`src/rtl/split_timestamp_pkg.sv`:
```
// Shared definitions for the ATS timestamp split path.
package split_timestamp_pkg;

    typedef enum logic {
        ST_RECV   = 1'b0,
        ST_TS_OUT = 1'b1
    } state_t;

    // Number of data beats a timestamp occupies at the tail of a packet.
    function automatic int ts_beats(input int ts_width, input int data_width);
        return ts_width / data_width;
    endfunction

endpackage

```
`src/rtl/split_timestamp_if.sv`:
```
// AXI4-Stream bundle used for the input, frame and timestamp ports.
interface split_timestamp_if #(
    parameter int DATA_W = 8,
    parameter int KEEP_W = 1
);
    logic [DATA_W-1:0] tdata;
    logic [KEEP_W-1:0] tkeep;
    logic              tvalid;
    logic              tready;
    logic              tlast;

    modport master (output tdata, tkeep, tvalid, tlast, input tready);
    modport slave  (input tdata, tkeep, tvalid, tlast, output tready);
endinterface

```
`src/rtl/split_timestamp_beat_delay_line.sv`:
```
// Depth-D beat shift register with fill counter; entry 0 is the oldest beat.
// Data of every entry is exposed flattened (entry 0 in the low bits).
module split_timestamp_beat_delay_line #(
    parameter int DW    = 8,
    parameter int KW    = 1,
    parameter int DEPTH = 9,
    parameter int CNT_W = $clog2(DEPTH + 1)
) (
    input  logic                  clk,
    input  logic                  rstn,
    input  logic                  push,
    input  logic                  pop,
    input  logic                  flush,
    input  logic [DW-1:0]         din_data,
    input  logic [KW-1:0]         din_keep,
    output logic [DEPTH*DW-1:0]   line_data,
    output logic [KW-1:0]         head_keep,
    output logic [CNT_W-1:0]      cnt
);
    logic [DEPTH-1:0][DW-1:0] data_q;
    logic [DEPTH-1:0][KW-1:0] keep_q;
    logic [CNT_W-1:0]         cnt_q;

    always_ff @(posedge clk or negedge rstn) begin
        if (!rstn) begin
            data_q <= '0;
            keep_q <= '0;
            cnt_q  <= '0;
        end else if (flush) begin
            cnt_q <= '0;
        end else if (pop) begin
            for (int i = 0; i < DEPTH - 1; i++) begin
                data_q[i] <= data_q[i+1];
                keep_q[i] <= keep_q[i+1];
            end
            if (push) begin
                data_q[DEPTH-1] <= din_data;
                keep_q[DEPTH-1] <= din_keep;
            end else begin
                cnt_q <= cnt_q - 1'b1;
            end
        end else if (push) begin
            for (int i = 0; i < DEPTH; i++) begin
                if (cnt_q == CNT_W'(i)) begin
                    data_q[i] <= din_data;
                    keep_q[i] <= din_keep;
                end
            end
            cnt_q <= cnt_q + 1'b1;
        end
    end

    assign line_data = data_q;
    assign head_keep = keep_q[0];
    assign cnt       = cnt_q;

endmodule

```
`src/rtl/split_timestamp.sv`:
```
// Splits an ingress [frame][timestamp] AXI4-Stream packet into a frame stream with
// a corrected tlast and a single-word timestamp stream; runt packets are dropped.
module split_timestamp
    import split_timestamp_pkg::*;
#(
    parameter int C_AXIS_TDATA_WIDTH = 8,
    parameter int C_AXIS_TKEEP_WIDTH = C_AXIS_TDATA_WIDTH / 8,
    parameter int TIMESTAMP_WIDTH    = 72
) (
    input  logic              clk,
    input  logic              rstn,
    split_timestamp_if.slave  s_axis,
    split_timestamp_if.master m_axis,
    split_timestamp_if.master m_axis_timestamp,
    output logic              runt_drop
);
    localparam int DW    = C_AXIS_TDATA_WIDTH;
    localparam int KW    = C_AXIS_TKEEP_WIDTH;
    localparam int D     = ts_beats(TIMESTAMP_WIDTH, DW);
    localparam int CNT_W = $clog2(D + 1);

    state_t                     state_q, state_d;
    logic                       live_q;
    logic [TIMESTAMP_WIDTH-1:0] ts_q;
    logic                       runt_q;

    logic                       push, pop, flush, capture, runt_d;
    logic                       s_ready, m_valid, ts_valid, full, accept;
    logic [D*DW-1:0]            line_data;
    logic [KW-1:0]              head_keep;
    logic [CNT_W-1:0]           cnt;
    logic [(D+1)*DW-1:0]        ts_window;

    split_timestamp_beat_delay_line #(
        .DW    (DW),
        .KW    (KW),
        .DEPTH (D),
        .CNT_W (CNT_W)
    ) u_line (
        .clk       (clk),
        .rstn      (rstn),
        .push      (push),
        .pop       (pop),
        .flush     (flush),
        .din_data  (s_axis.tdata),
        .din_keep  (s_axis.tkeep),
        .line_data (line_data),
        .head_keep (head_keep),
        .cnt       (cnt)
    );

    assign full = (cnt == CNT_W'(D));
    // On the tlast beat, entries 1..D-1 plus the incoming beat form the timestamp.
    assign ts_window = {s_axis.tdata, line_data};

    always_comb begin
        state_d  = state_q;
        s_ready  = 1'b0;
        m_valid  = 1'b0;
        ts_valid = 1'b0;
        push     = 1'b0;
        pop      = 1'b0;
        flush    = 1'b0;
        capture  = 1'b0;
        runt_d   = 1'b0;
        accept   = 1'b0;
        case (state_q)
            ST_RECV: begin
                s_ready = live_q & (~full | m_axis.tready);
                m_valid = s_axis.tvalid & full;
                accept  = s_axis.tvalid & s_ready;
                if (accept) begin
                    if (s_axis.tlast) begin
                        flush = 1'b1;
                        if (full) begin
                            capture = 1'b1;
                            state_d = ST_TS_OUT;
                        end else begin
                            runt_d = 1'b1;
                        end
                    end else begin
                        push = 1'b1;
                        pop  = full;
                    end
                end
            end
            ST_TS_OUT: begin
                ts_valid = 1'b1;
                if (m_axis_timestamp.tready) begin
                    state_d = ST_RECV;
                end
            end
            default: state_d = ST_RECV;
        endcase
    end

    always_ff @(posedge clk or negedge rstn) begin
        if (!rstn) begin
            state_q <= ST_RECV;
            live_q  <= 1'b0;
            ts_q    <= '0;
            runt_q  <= 1'b0;
        end else begin
            state_q <= state_d;
            live_q  <= 1'b1;
            runt_q  <= runt_d;
            if (capture) begin
                ts_q <= ts_window[(D+1)*DW-1:DW];
            end
        end
    end

    assign s_axis.tready = s_ready;

    assign m_axis.tdata  = line_data[DW-1:0];
    assign m_axis.tkeep  = head_keep;
    assign m_axis.tvalid = m_valid;
    assign m_axis.tlast  = s_axis.tlast;

    assign m_axis_timestamp.tdata  = ts_q;
    assign m_axis_timestamp.tkeep  = '1;
    assign m_axis_timestamp.tvalid = ts_valid;
    assign m_axis_timestamp.tlast  = 1'b1;

    assign runt_drop = runt_q;

endmodule

```
`src/flat_wrapper.sv`:
```
// flat-port wrapper written by rule: the top's interface ports become plain ports
module split_timestamp_flat import split_timestamp_pkg::*;
#(
    parameter int C_AXIS_TDATA_WIDTH = 8,
    parameter int C_AXIS_TKEEP_WIDTH = C_AXIS_TDATA_WIDTH / 8,
    parameter int TIMESTAMP_WIDTH    = 72
)
  (clk, rstn, runt_drop, s_axis_tdata, s_axis_tkeep, s_axis_tvalid, s_axis_tlast, s_axis_tready, m_axis_tdata, m_axis_tkeep, m_axis_tvalid, m_axis_tlast, m_axis_tready, m_axis_timestamp_tdata, m_axis_timestamp_tkeep, m_axis_timestamp_tvalid, m_axis_timestamp_tlast, m_axis_timestamp_tready);
  split_timestamp_if #(.DATA_W((8)), .KEEP_W((1))) s_axis_i ();
  split_timestamp_if #(.DATA_W((8)), .KEEP_W((1))) m_axis_i ();
  split_timestamp_if #(.DATA_W((72)), .KEEP_W((72)/8)) m_axis_timestamp_i ();
  input  logic clk;
  input  logic rstn;
  output logic runt_drop;
  input wire logic [$bits(s_axis_i.tdata)-1:0] s_axis_tdata;
  input wire logic [$bits(s_axis_i.tkeep)-1:0] s_axis_tkeep;
  input wire logic [$bits(s_axis_i.tvalid)-1:0] s_axis_tvalid;
  input wire logic [$bits(s_axis_i.tlast)-1:0] s_axis_tlast;
  output wire logic [$bits(s_axis_i.tready)-1:0] s_axis_tready;
  output wire logic [$bits(m_axis_i.tdata)-1:0] m_axis_tdata;
  output wire logic [$bits(m_axis_i.tkeep)-1:0] m_axis_tkeep;
  output wire logic [$bits(m_axis_i.tvalid)-1:0] m_axis_tvalid;
  output wire logic [$bits(m_axis_i.tlast)-1:0] m_axis_tlast;
  input wire logic [$bits(m_axis_i.tready)-1:0] m_axis_tready;
  output wire logic [$bits(m_axis_timestamp_i.tdata)-1:0] m_axis_timestamp_tdata;
  output wire logic [$bits(m_axis_timestamp_i.tkeep)-1:0] m_axis_timestamp_tkeep;
  output wire logic [$bits(m_axis_timestamp_i.tvalid)-1:0] m_axis_timestamp_tvalid;
  output wire logic [$bits(m_axis_timestamp_i.tlast)-1:0] m_axis_timestamp_tlast;
  input wire logic [$bits(m_axis_timestamp_i.tready)-1:0] m_axis_timestamp_tready;
  assign s_axis_i.tdata = s_axis_tdata;
  assign s_axis_i.tkeep = s_axis_tkeep;
  assign s_axis_i.tvalid = s_axis_tvalid;
  assign s_axis_i.tlast = s_axis_tlast;
  assign s_axis_tready = s_axis_i.tready;
  assign m_axis_tdata = m_axis_i.tdata;
  assign m_axis_tkeep = m_axis_i.tkeep;
  assign m_axis_tvalid = m_axis_i.tvalid;
  assign m_axis_tlast = m_axis_i.tlast;
  assign m_axis_i.tready = m_axis_tready;
  assign m_axis_timestamp_tdata = m_axis_timestamp_i.tdata;
  assign m_axis_timestamp_tkeep = m_axis_timestamp_i.tkeep;
  assign m_axis_timestamp_tvalid = m_axis_timestamp_i.tvalid;
  assign m_axis_timestamp_tlast = m_axis_timestamp_i.tlast;
  assign m_axis_timestamp_i.tready = m_axis_timestamp_tready;
  split_timestamp #(.C_AXIS_TDATA_WIDTH(C_AXIS_TDATA_WIDTH), .C_AXIS_TKEEP_WIDTH(C_AXIS_TKEEP_WIDTH), .TIMESTAMP_WIDTH(TIMESTAMP_WIDTH)) u_core (.clk(clk), .rstn(rstn), .s_axis(s_axis_i), .m_axis(m_axis_i), .m_axis_timestamp(m_axis_timestamp_i), .runt_drop(runt_drop));
endmodule
```
`config.mk`:
```
export PLATFORM = sky130hd
export DESIGN_NAME = split_timestamp_flat
export DESIGN_NICKNAME = d
export VERILOG_FILES = /design/src/rtl/split_timestamp_pkg.sv /design/src/rtl/split_timestamp_if.sv /design/src/rtl/split_timestamp_beat_delay_line.sv /design/src/rtl/split_timestamp.sv /design/src/flat_wrapper.sv
export SDC_FILE = /design/constraint.sdc
export NUM_CORES = 1
export LEC_CHECK = 0
export CAP_MARGIN = 20
export CORE_ASPECT_RATIO = 1.75
export CORE_MARGIN = 3
export CORE_UTILIZATION = 50
export DETAILED_ROUTE_END_ITERATION = 8
export DONT_BUFFER_PORTS = 1
export PLACE_DENSITY = 0.71
export SETUP_SLACK_MARGIN = 0.2
export SLEW_MARGIN = 15
export SYNTH_ARGS = -nofsm -noshare
export SYNTH_HDL_FRONTEND = slang
export SYNTH_SLANG_ARGS = --single-unit
```
`constraint.sdc`:
```
create_clock -name clk -period 3.27 [get_ports clk]
set_input_delay 0.327 -clock clk [delete_from_list [all_inputs] [get_ports clk]]
set_output_delay 0.327 -clock clk [all_outputs]
set_load 0.02 [all_outputs]
```
==> results of run 1 <==
==> sequential cells by signal (all words and copies together), names as in the netlist <==
signal                         count
u_core.u_line.cnt                  4
u_core.m_axis_timestamp.tdata     72
u_core.runt_drop                   1
u_core.u_line.keep_q               8
u_core.u_line.head_keep            1
u_core.state_q                     1
u_core.u_line.line_data           72
u_core.live_q                      1
==> cell type report <==
cell class	count	area, um^2
clock buffer	21	480
clock inverter	11	128
fill	1170	6190
inverter	3	11.3
multi-input combinational	376	2720
sequential	160	4000
tap	177	221
timing repair buffer	15	150
==> cell usage after synthesis (all sizes together) <==
| master | number | area share (%) |
|---|---|---|
| a211oi | 3 | 0.53 |
| a21boi | 9 | 0.95 |
| a21o | 1 | 0.11 |
| a21oi | 132 | 9.4 |
| a22oi | 1 | 0.11 |
| and3 | 2 | 0.25 |
| and3b | 3 | 0.37 |
| and4b | 1 | 0.14 |
| buf | 45 | 5.9 |
| clkbuf | 4 | 0.21 |
| conb | 1 | 0.053 |
| dfrtp | 160 | 56 |
| ha | 4 | 0.70 |
| inv | 3 | 0.16 |
| mux2 | 81 | 16 |
| mux2i | 1 | 0.14 |
| nand2 | 22 | 1.2 |
| nand2b | 4 | 0.35 |
| nand3 | 2 | 0.14 |
| nand3b | 5 | 0.53 |
| nand4 | 1 | 0.088 |
| nand4b | 1 | 0.12 |
| nand4bb | 1 | 0.16 |
| nor2 | 59 | 3.2 |
| nor2b | 3 | 0.26 |
| nor3 | 1 | 0.070 |
| nor3b | 2 | 0.21 |
| nor4b | 1 | 0.33 |
| nor4bb | 1 | 0.14 |
| o211ai | 1 | 0.11 |
| o21ai | 23 | 1.6 |
==> critical path, stage by stage, from the launching register on <==
cell and delay (ns):
sky130_fd_sc_hd__dfrtp_1 0.44, sky130_fd_sc_hd__inv_1 0.10, sky130_fd_sc_hd__ha_1 0.30, sky130_fd_sc_hd__and4b_1 0.45, sky130_fd_sc_hd__and3_4 0.57, sky130_fd_sc_hd__buf_12 0.30
sky130_fd_sc_hd__mux2_2 0.36
==> layer usage <==
| layer | routed length [um] | vias to the layer above |
|---|---|---|
| met5 | 0 | - |
| met4 | 600 | 0 |
| met3 | 826 | 39 |
| met2 | 8800 | 148 |
| met1 | 5810 | 2169 |
| li1 | - | 1985 |
==> worst paths after layout <==
path / from / end / slack [ns] / depth (start not counted)
worst max-delay path: u_core.u_line.cnt[1]$_DFFE_PN0P_ / u_core.m_axis_timestamp.tdata[63]$_DFFE_PN0P_ / 0.61 / 6
worst min-delay path: rstn / u_core.m_axis_timestamp.tdata[2]$_DFFE_PN0P_ / -0.41 / 0
worst max register to register: u_core.u_line.cnt[1]$_DFFE_PN0P_ / u_core.m_axis_timestamp.tdata[63]$_DFFE_PN0P_ / 0.61 / 6
worst min register to register: u_core.u_line.keep_q[1]$_DFFE_PN0P_ / u_core.u_line.keep_q[1]$_DFFE_PN0P_ / 0.50 / 2
max in group asynchronous: rstn / u_core.u_line.line_data[47]$_DFFE_PN0P_ / 3.49 / 0
min in group clk: s_axis_tlast / u_core.u_line.cnt[2]$_DFFE_PN0P_ / 0 / 1
==> cell families after synthesis <==
family | count (synthesis) | share of synthesized area [%]
DFF | 160 | 56.1
other | 1 | 0.0525
AOI/OAI and AO/OA | 170 | 12.8
muxes | 82 | 16.5
buffers and inverters | 52 | 6.29
adders and majority gates | 4 | 0.701
and+or+nand+nor | 109 | 7.52
==> cells in the final DEF (no fill, tap or decap), drive strengths merged, types with 2 or more instances in the layout <==
| cell | count |
|---|---|
| clkinv | 4 |
| a21boi | 9 |
| nor2 | 59 |
| clkinvlp | 3 |
| dfrtp | 160 |
| nand3 | 2 |
| conb | 11 |
| mux2 | 81 |
| nor3b | 2 |
| nand2b | 4 |
| nor2b | 3 |
| o21ai | 23 |
| inv | 5 |
| clkbuf | 21 |
| a21oi | 132 |
| and3b | 3 |
| nand3b | 5 |
| ha | 4 |
| bufinv | 2 |
| a211oi | 3 |
| buf | 15 |
| nand2 | 22 |
| and3 | 2 |
==> timing repair <==
item                                   4_1_cts  5_1_grt
endpoints found under the hold margin      160      160
resized for setup                            0        0
setup endpoints to repair                    0        0
==> power groups by stage <==
stage               clock network (mW)  logic, mW  registers [mW]
global route                      2.14      0.835            3.18
global placement                     0      0.674            3.14
detailed placement                   0      0.714            3.16
CTS                               2.05      0.727            3.13
floorplan                            0      0.784            2.85
finish                            2.03      0.722            3.13
==> Flow_metrics.wiki, run 1 <==
{| class="wikitable"
! Metric !! Value
|-
| Final setup fails || 0
|-
| Category of the most critical setup path || reg2reg
|-
| Number of setup buffers added after CTS || 0
|-
| Final core utilization || between 50% and 60%
|-
| Maximum number of pins on one net before global-route repair || 161
|-
| Hold WC Path Type || in2async
|-
| Routing usage on met1 || 25.3%
|-
| Proportion of total power due to net switching || a little over 30%
|-
| Peak fanout along the critical path || 29
|-
| Busiest grt layer || met2
|-
| Final Hold Vio Count || 160
|-
| Global-route wire length before repair || 25,100 um
|-
| Area of all placed cells without fillers || 7720 um^2
|-
| Run status || complete, but fails checks
|-
| Failing checks || hold timing
|-
| Net switching power figure || 1.82 mW
|-
| Die outline area || ~16,000 um^2
|-
| Number of unique standard cell types used by synthesis || 39
|-
| IO buf count || 0
|-
| Core region area || 13,900 um^2
|-
| Die Width || 96.3 um
|-
| Endpoint class of the critical path || flip-flop
|-
| Wirelength per Cell || around 21 um
|-
| Vias in the first global route || 4,485
|-
| Gate Count Post-Synth || 578
|-
| Overall global routing resource usage || 21.3%
|-
| H-tree depth reported by CTS || 4
|-
| Internal power || approximately 4.1 mW
|-
| Clock-pin slew on the worst setup and hold paths || 0.07 ns
|-
| RSZ-0062 raised after global routing || no
|-
| Area of the mapped netlist || 7140 um^2
|-
| Remaining max-slew budget at the tightest pin || 34.9%
|-
| Final net count || approximately 590
|-
| Slew at the pin with the worst max-slew slack || between 0.9 and 1 ns
|-
| Buffer depth of the longest clock path || 2
|-
| Initial Utilization || 51.3%
|-
| Share of cells above drive strength 1 || 23.4%
|-
| Cell row count || 57
|-
| Drt pass-1 iters || 5
|-
| Syn avg cell area || between 10 and 15 um^2
|-
| Clock tree root driver cell || sky130_fd_sc_hd__clkbuf_16
|-
| Leakage power summed over all cells || 3.59 nW
|-
| Placed inst area || 7110 um^2
|-
| Detailed placement HPWL || 10,900 um
|-
| Clock tree from TritonCTS || done
|-
| Insertion delay of the later-clocked pin in the worst-skew pair || roughly 0.42 ns
|-
| Data required time of the worst path || approximately 3.6 ns
|-
| Startpoint type of the worst setup path || flip-flop
|-
| Synth Register Bits || 160
|-
| Data arrival time of the critical path || 2.97 ns
|-
| Residual DRC || 0
|-
| Number of top-level design ports || between 100 and 150
|-
| Number of instances in the placed design || 731
|-
| Initial DRC Count || 320
|-
| Period Utilization, post-route || 81.3%
|-
| Fraction of met3 tracks used by global routing || 5.04%
|-
| Minimum clock period || 2.66 ns
|-
| Part of the power in the clock network || 34.5%
|-
| Accumulated negative setup slack || 0 ns
|-
| Peak Freq || 376 MHz
|-
| Final GP Congestion || 0.771
|-
| Pins Over Slew Limit || 0
|-
| Fraction of the yosys area taken by sequential cells || between 50% and 60%
|-
| Post-detailed-route via-to-cell ratio || ~5.7
|-
| Met2 layer usage reported by global route || 35.5%
|-
| Worst Setup Slack, final || about 0.6 ns
|-
| Cts bufs inserted || 17
|-
| Maximum capacitance violations || 0
|-
| Minimum hold slack || -0.412 ns
|-
| Antenna Nets Post-Route || 0
|-
| Maximum VDD drop || 0.395 mV
|-
| P per Cell Area || 761 nW/um^2
|-
| Layout Cells excl Fill || 763
|-
| Remaining Overflow, GRT || 0
|-
| CTS sink count || 160
|-
| Post-layout power || 5.88 mW
|-
| Pre-CTS setup slack || 0.617 ns
|-
| Total wirelength of the detailed-routed design || 16,000 um
|-
| Synthesis-to-finish area growth || 8.11%
|-
| Number of antenna violations at the first check in global routing || 0
|-
| Total via count after detailed routing || ~4,300
|-
| Overall die height || 164 um
|-
| Power share of the sequential group || 53.2%
|-
| Number of warnings issued by yosys || 0
|-
| Clock tree skew after final layout || just under 0.009 ns
|-
| Comb pwr share || 12.3%
|-
| Antenna Cells || 0
|}
No activity file was read; power rests on OpenSTA's default activity.
==> run 2: changes to the inputs <==
ABC_AREA = 1   (was not set)
clock period = 2.5 ns   (was 3.27 ns; I/O delays follow)
==> run 2 against run 1 <==
The flow still finishes with violations (hold timing). Critical path depth is 1 higher. Flip-flop and latch count is the same. Clock skew shrank 0.00085 ns. Highest routed layer unchanged.
==> Flow_metrics.wiki, run 2 <==
{| class="wikitable"
! Metric !! Value
|-
| Number of setup buffers added after CTS || 0
|-
| Die outline area || about 16,000 um^2
|-
| Core region area || between 10,000 and 15,000 um^2
|-
| Clock tree skew after final layout || roughly 0.008 ns
|-
| Number of warnings issued by yosys || 0
|-
| Share of the synthesized area in the top cell type || about 55%
|-
| Total wirelength of the detailed-routed design || 17,300 um
|-
| Antenna Nets Post-Route || 0
|-
| Ordered list of cells on the worst path || inv_1, ha_2, inv_1, nor2_8, inv_2, nor3_1, buf_4
|-
| Antenna Cells || 0
|-
| Data arrival time of the critical path || 1.89 ns
|-
| Maximum number of pins on one net before global-route repair || ~160
|-
| Syn avg cell area || ~8.8 um^2
|-
| Overall die height || 166 um
|-
| Peak Freq || 468 MHz
|-
| Routing usage on met1 || roughly 25%
|-
| Met2 layer usage reported by global route || around two fifths
|-
| Share of cells above drive strength 1 || 8.38%
|-
| Gate Count Post-Synth || 827
|-
| Leakage power summed over all cells || 3.96 nW
|-
| Share of flip-flops with an asynchronous set or reset || 100%
|-
| Insertion delay of the later-clocked pin in the worst-skew pair || 0.43 ns
|-
| Slew at the pin with the worst max-slew slack || ~0.76 ns
|-
| Maximum capacitance violations || 0
|-
| Post-detailed-route via-to-cell ratio || 5.18
|-
| Minimum hold slack || -0.489 ns
|-
| Overall global routing resource usage || between 20% and 30%
|-
| Period Utilization, post-route || 85.5%
|-
| Global-route wire length before repair || 28,000 um
|-
| Remaining Overflow, GRT || 0
|-
| Commonest non-fill, non-tap cells in the layout || sky130_fd_sc_hd__nand2_1 (320), sky130_fd_sc_hd__dfrtp_1 (160), sky130_fd_sc_hd__o21ai_0 (143), sky130_fd_sc_hd__inv_1 (91), sky130_fd_sc_hd__clkbuf_16 (17)
|-
| Synth Register Bits || 160
|-
| Commonest cells in the netlist || sky130_fd_sc_hd__nand2_1 (320), sky130_fd_sc_hd__dfrtp_1 (160), sky130_fd_sc_hd__o21ai_0 (143)
|-
| Cts bufs inserted || 17
|-
| Vias in the first global route || 5,293
|-
| IO buf count || 0
|-
| Failing checks || hold timing
|-
| Accumulated negative setup slack || 0 ns
|-
| Cell row count || 57
|-
| EDFF count, synth || 0
|-
| H-tree depth reported by CTS || 4
|-
| P per Cell Area || 972 nW/um^2
|-
| Run status || complete, but fails checks
|-
| Number of unique standard cell types used by synthesis || 27
|-
| Final setup fails || 0
|-
| Most frequent standard cell in the layout excluding fill and tap cells || sky130_fd_sc_hd__nand2_1
|-
| Clock tree root driver cell || sky130_fd_sc_hd__clkbuf_16
|-
| Dominant cell by count in the synthesized netlist || sky130_fd_sc_hd__nand2_1
|-
| Fraction of met3 tracks used by global routing || 4.37%
|-
| Worst Setup Slack, final || roughly 0.36 ns
|-
| Clock tree from TritonCTS || done
|-
| Total via count after detailed routing || 5,241
|-
| Initial Utilization || 51.8%
|-
| Buffer depth of the longest clock path || 2
|-
| Most used flip-flop cell after synthesis || sky130_fd_sc_hd__dfrtp_1
|-
| Final GP Congestion || 0.865
|-
| Initial DRC Count || 437
|-
| Die Width || slightly below 100 um
|-
| Hold buffer count at CTS || 7
|-
| Clock-pin slew on the worst setup and hold paths || 0.07 ns
|-
| Hold WC Path Type || in2async
|-
| Remaining max-slew budget at the tightest pin || just under 50%
|-
| Endpoint class of the critical path || primary output
|-
| Drt pass-1 iters || 4
|-
| CTS sink count || 160
|-
| Top cells by area in the synthesized netlist || sky130_fd_sc_hd__dfrtp_1 (55%), sky130_fd_sc_hd__nand2_1 (16%), sky130_fd_sc_hd__o21ai_0 (9.8%)
|-
| Number of top-level design ports || 111
|-
| Wirelength per Cell || approximately 17 um
|-
| Synthesis-to-finish area growth || 9.24%
|-
| Fraction of the yosys area taken by sequential cells || 54.8%
|-
| Minimum clock period || roughly 2.1 ns
|-
| RSZ-0062 raised after global routing || no
|-
| Peak fanout along the critical path || 9
|-
| Maximum VDD drop || 0.552 mV
|-
| Pins Over Slew Limit || 0
|-
| Startpoint type of the worst setup path || flip-flop
|-
| Category of the most critical setup path || reg2out
|-
| Final net count || 842
|-
| Busiest grt layer || met2
|-
| Final Hold Vio Count || 160
|-
| Data required time of the worst path || about 2.3 ns
|-
| Most area-hungry cell type in the Yosys netlist || sky130_fd_sc_hd__dfrtp_1
|-
| Area of the mapped netlist || between 7000 and 8000 um^2
|-
| Worst-path cell with the longest stage delay || sky130_fd_sc_hd__dfrtp_1
|-
| Detailed placement HPWL || around 12,000 um
|-
| Most used cell along the critical path || sky130_fd_sc_hd__inv_1
|-
| Number of antenna violations at the first check in global routing || 0
|-
| Pre-CTS setup slack || 0.413 ns
|-
| Peak per-stage delay on the critical path || ~0.41 ns
|-
| Residual DRC || 0
|}
## run 2: report_power, final
part	total, mW	switching, mW	leakage (nW)	internal [mW]
registers	3.67	0.484	2.17	3.19
clock network	2.83	1.03	0.309	1.80
logic	1.25	0.835	1.49	0.417
## run 2: worst max-delay path: cells and delay by family, from the launching register on
kind / cells / cell delay (ns)
fa+ha+maj: 1 / 0.23
buf+inv: 4 / 0.50
simple gates: 2 / 0.33
flops: 1 / 0.41
## run 2: routing by layer
layer,routed length (um),up-vias
met5,0,-
met2,9290,151
met3,862,54
met1,6330,2503
met4,826,0
li1,-,2533
## run 2: final timing paths
path                            cells past startpoint                                       endpoint  slack, ns                                     from
max in group asynchronous                           0         u_core.u_line.line_data[1]$_DFFE_PN0P_       2.72                                     rstn
worst min-delay path                                0                       u_core.state_q$_DFF_PN0_      -0.49                                     rstn
worst max register to register                     10            u_core.u_line.head_keep$_DFFE_PN0P_       0.37         u_core.u_line.cnt[1]$_DFFE_PN0P_
min in group clk                                    2  u_core.m_axis_timestamp.tdata[68]$_DFFE_PN0P_       0.01                          s_axis_tdata[4]
worst max-delay path                                7                                  m_axis_tvalid       0.36         u_core.u_line.cnt[1]$_DFFE_PN0P_
worst min register to register                      2        u_core.u_line.line_data[51]$_DFFE_PN0P_       0.48  u_core.u_line.line_data[51]$_DFFE_PN0P_
## run 2: kinds of logic after synthesis
kind of cell / share of synthesized area, %
simple gates: 23.2
flops: 54.8
compound gates: 10.8
buf+inv: 10.2
fa+ha+maj: 0.685
xor+xnor: 0.240
other cells: 0.0513
## run 2: per-stage QoR
stage / total power, mW / utilization (%) / instance area, um^2 / instances
after floorplan: 4.62 / - / 7350 / 837
after global placement: 4.90 / 51.5 / 7270 / 974
after detailed placement: 4.95 / 51.5 / 7270 / 974
after CTS: 7.80 / 56.5 / 7980 / 1012
after global routing: 8.17 / 56.5 / 7990 / 1012
final: 7.76 / 56.5 / 7990 / 1012
## run 2: what timing repair did
action                                  in CTS  in global routing
hold endpoints to repair                   172                160
gates resized for setup                      0                  2
endpoints found under the setup margin       0                  2
## run 2: cell type report
| class | instances | area (um^2) |
|---|---|---|
| clock buffers | 22 | 454 |
| repair buffers | 13 | 128 |
| fillers | 1292 | 6140 |
| well taps | 177 | 221 |
| multi-input cells | 530 | 2600 |
| clock inverters | 9 | 181 |
| flip-flops and latches | 160 | 4000 |
| inverters | 101 | 397 |
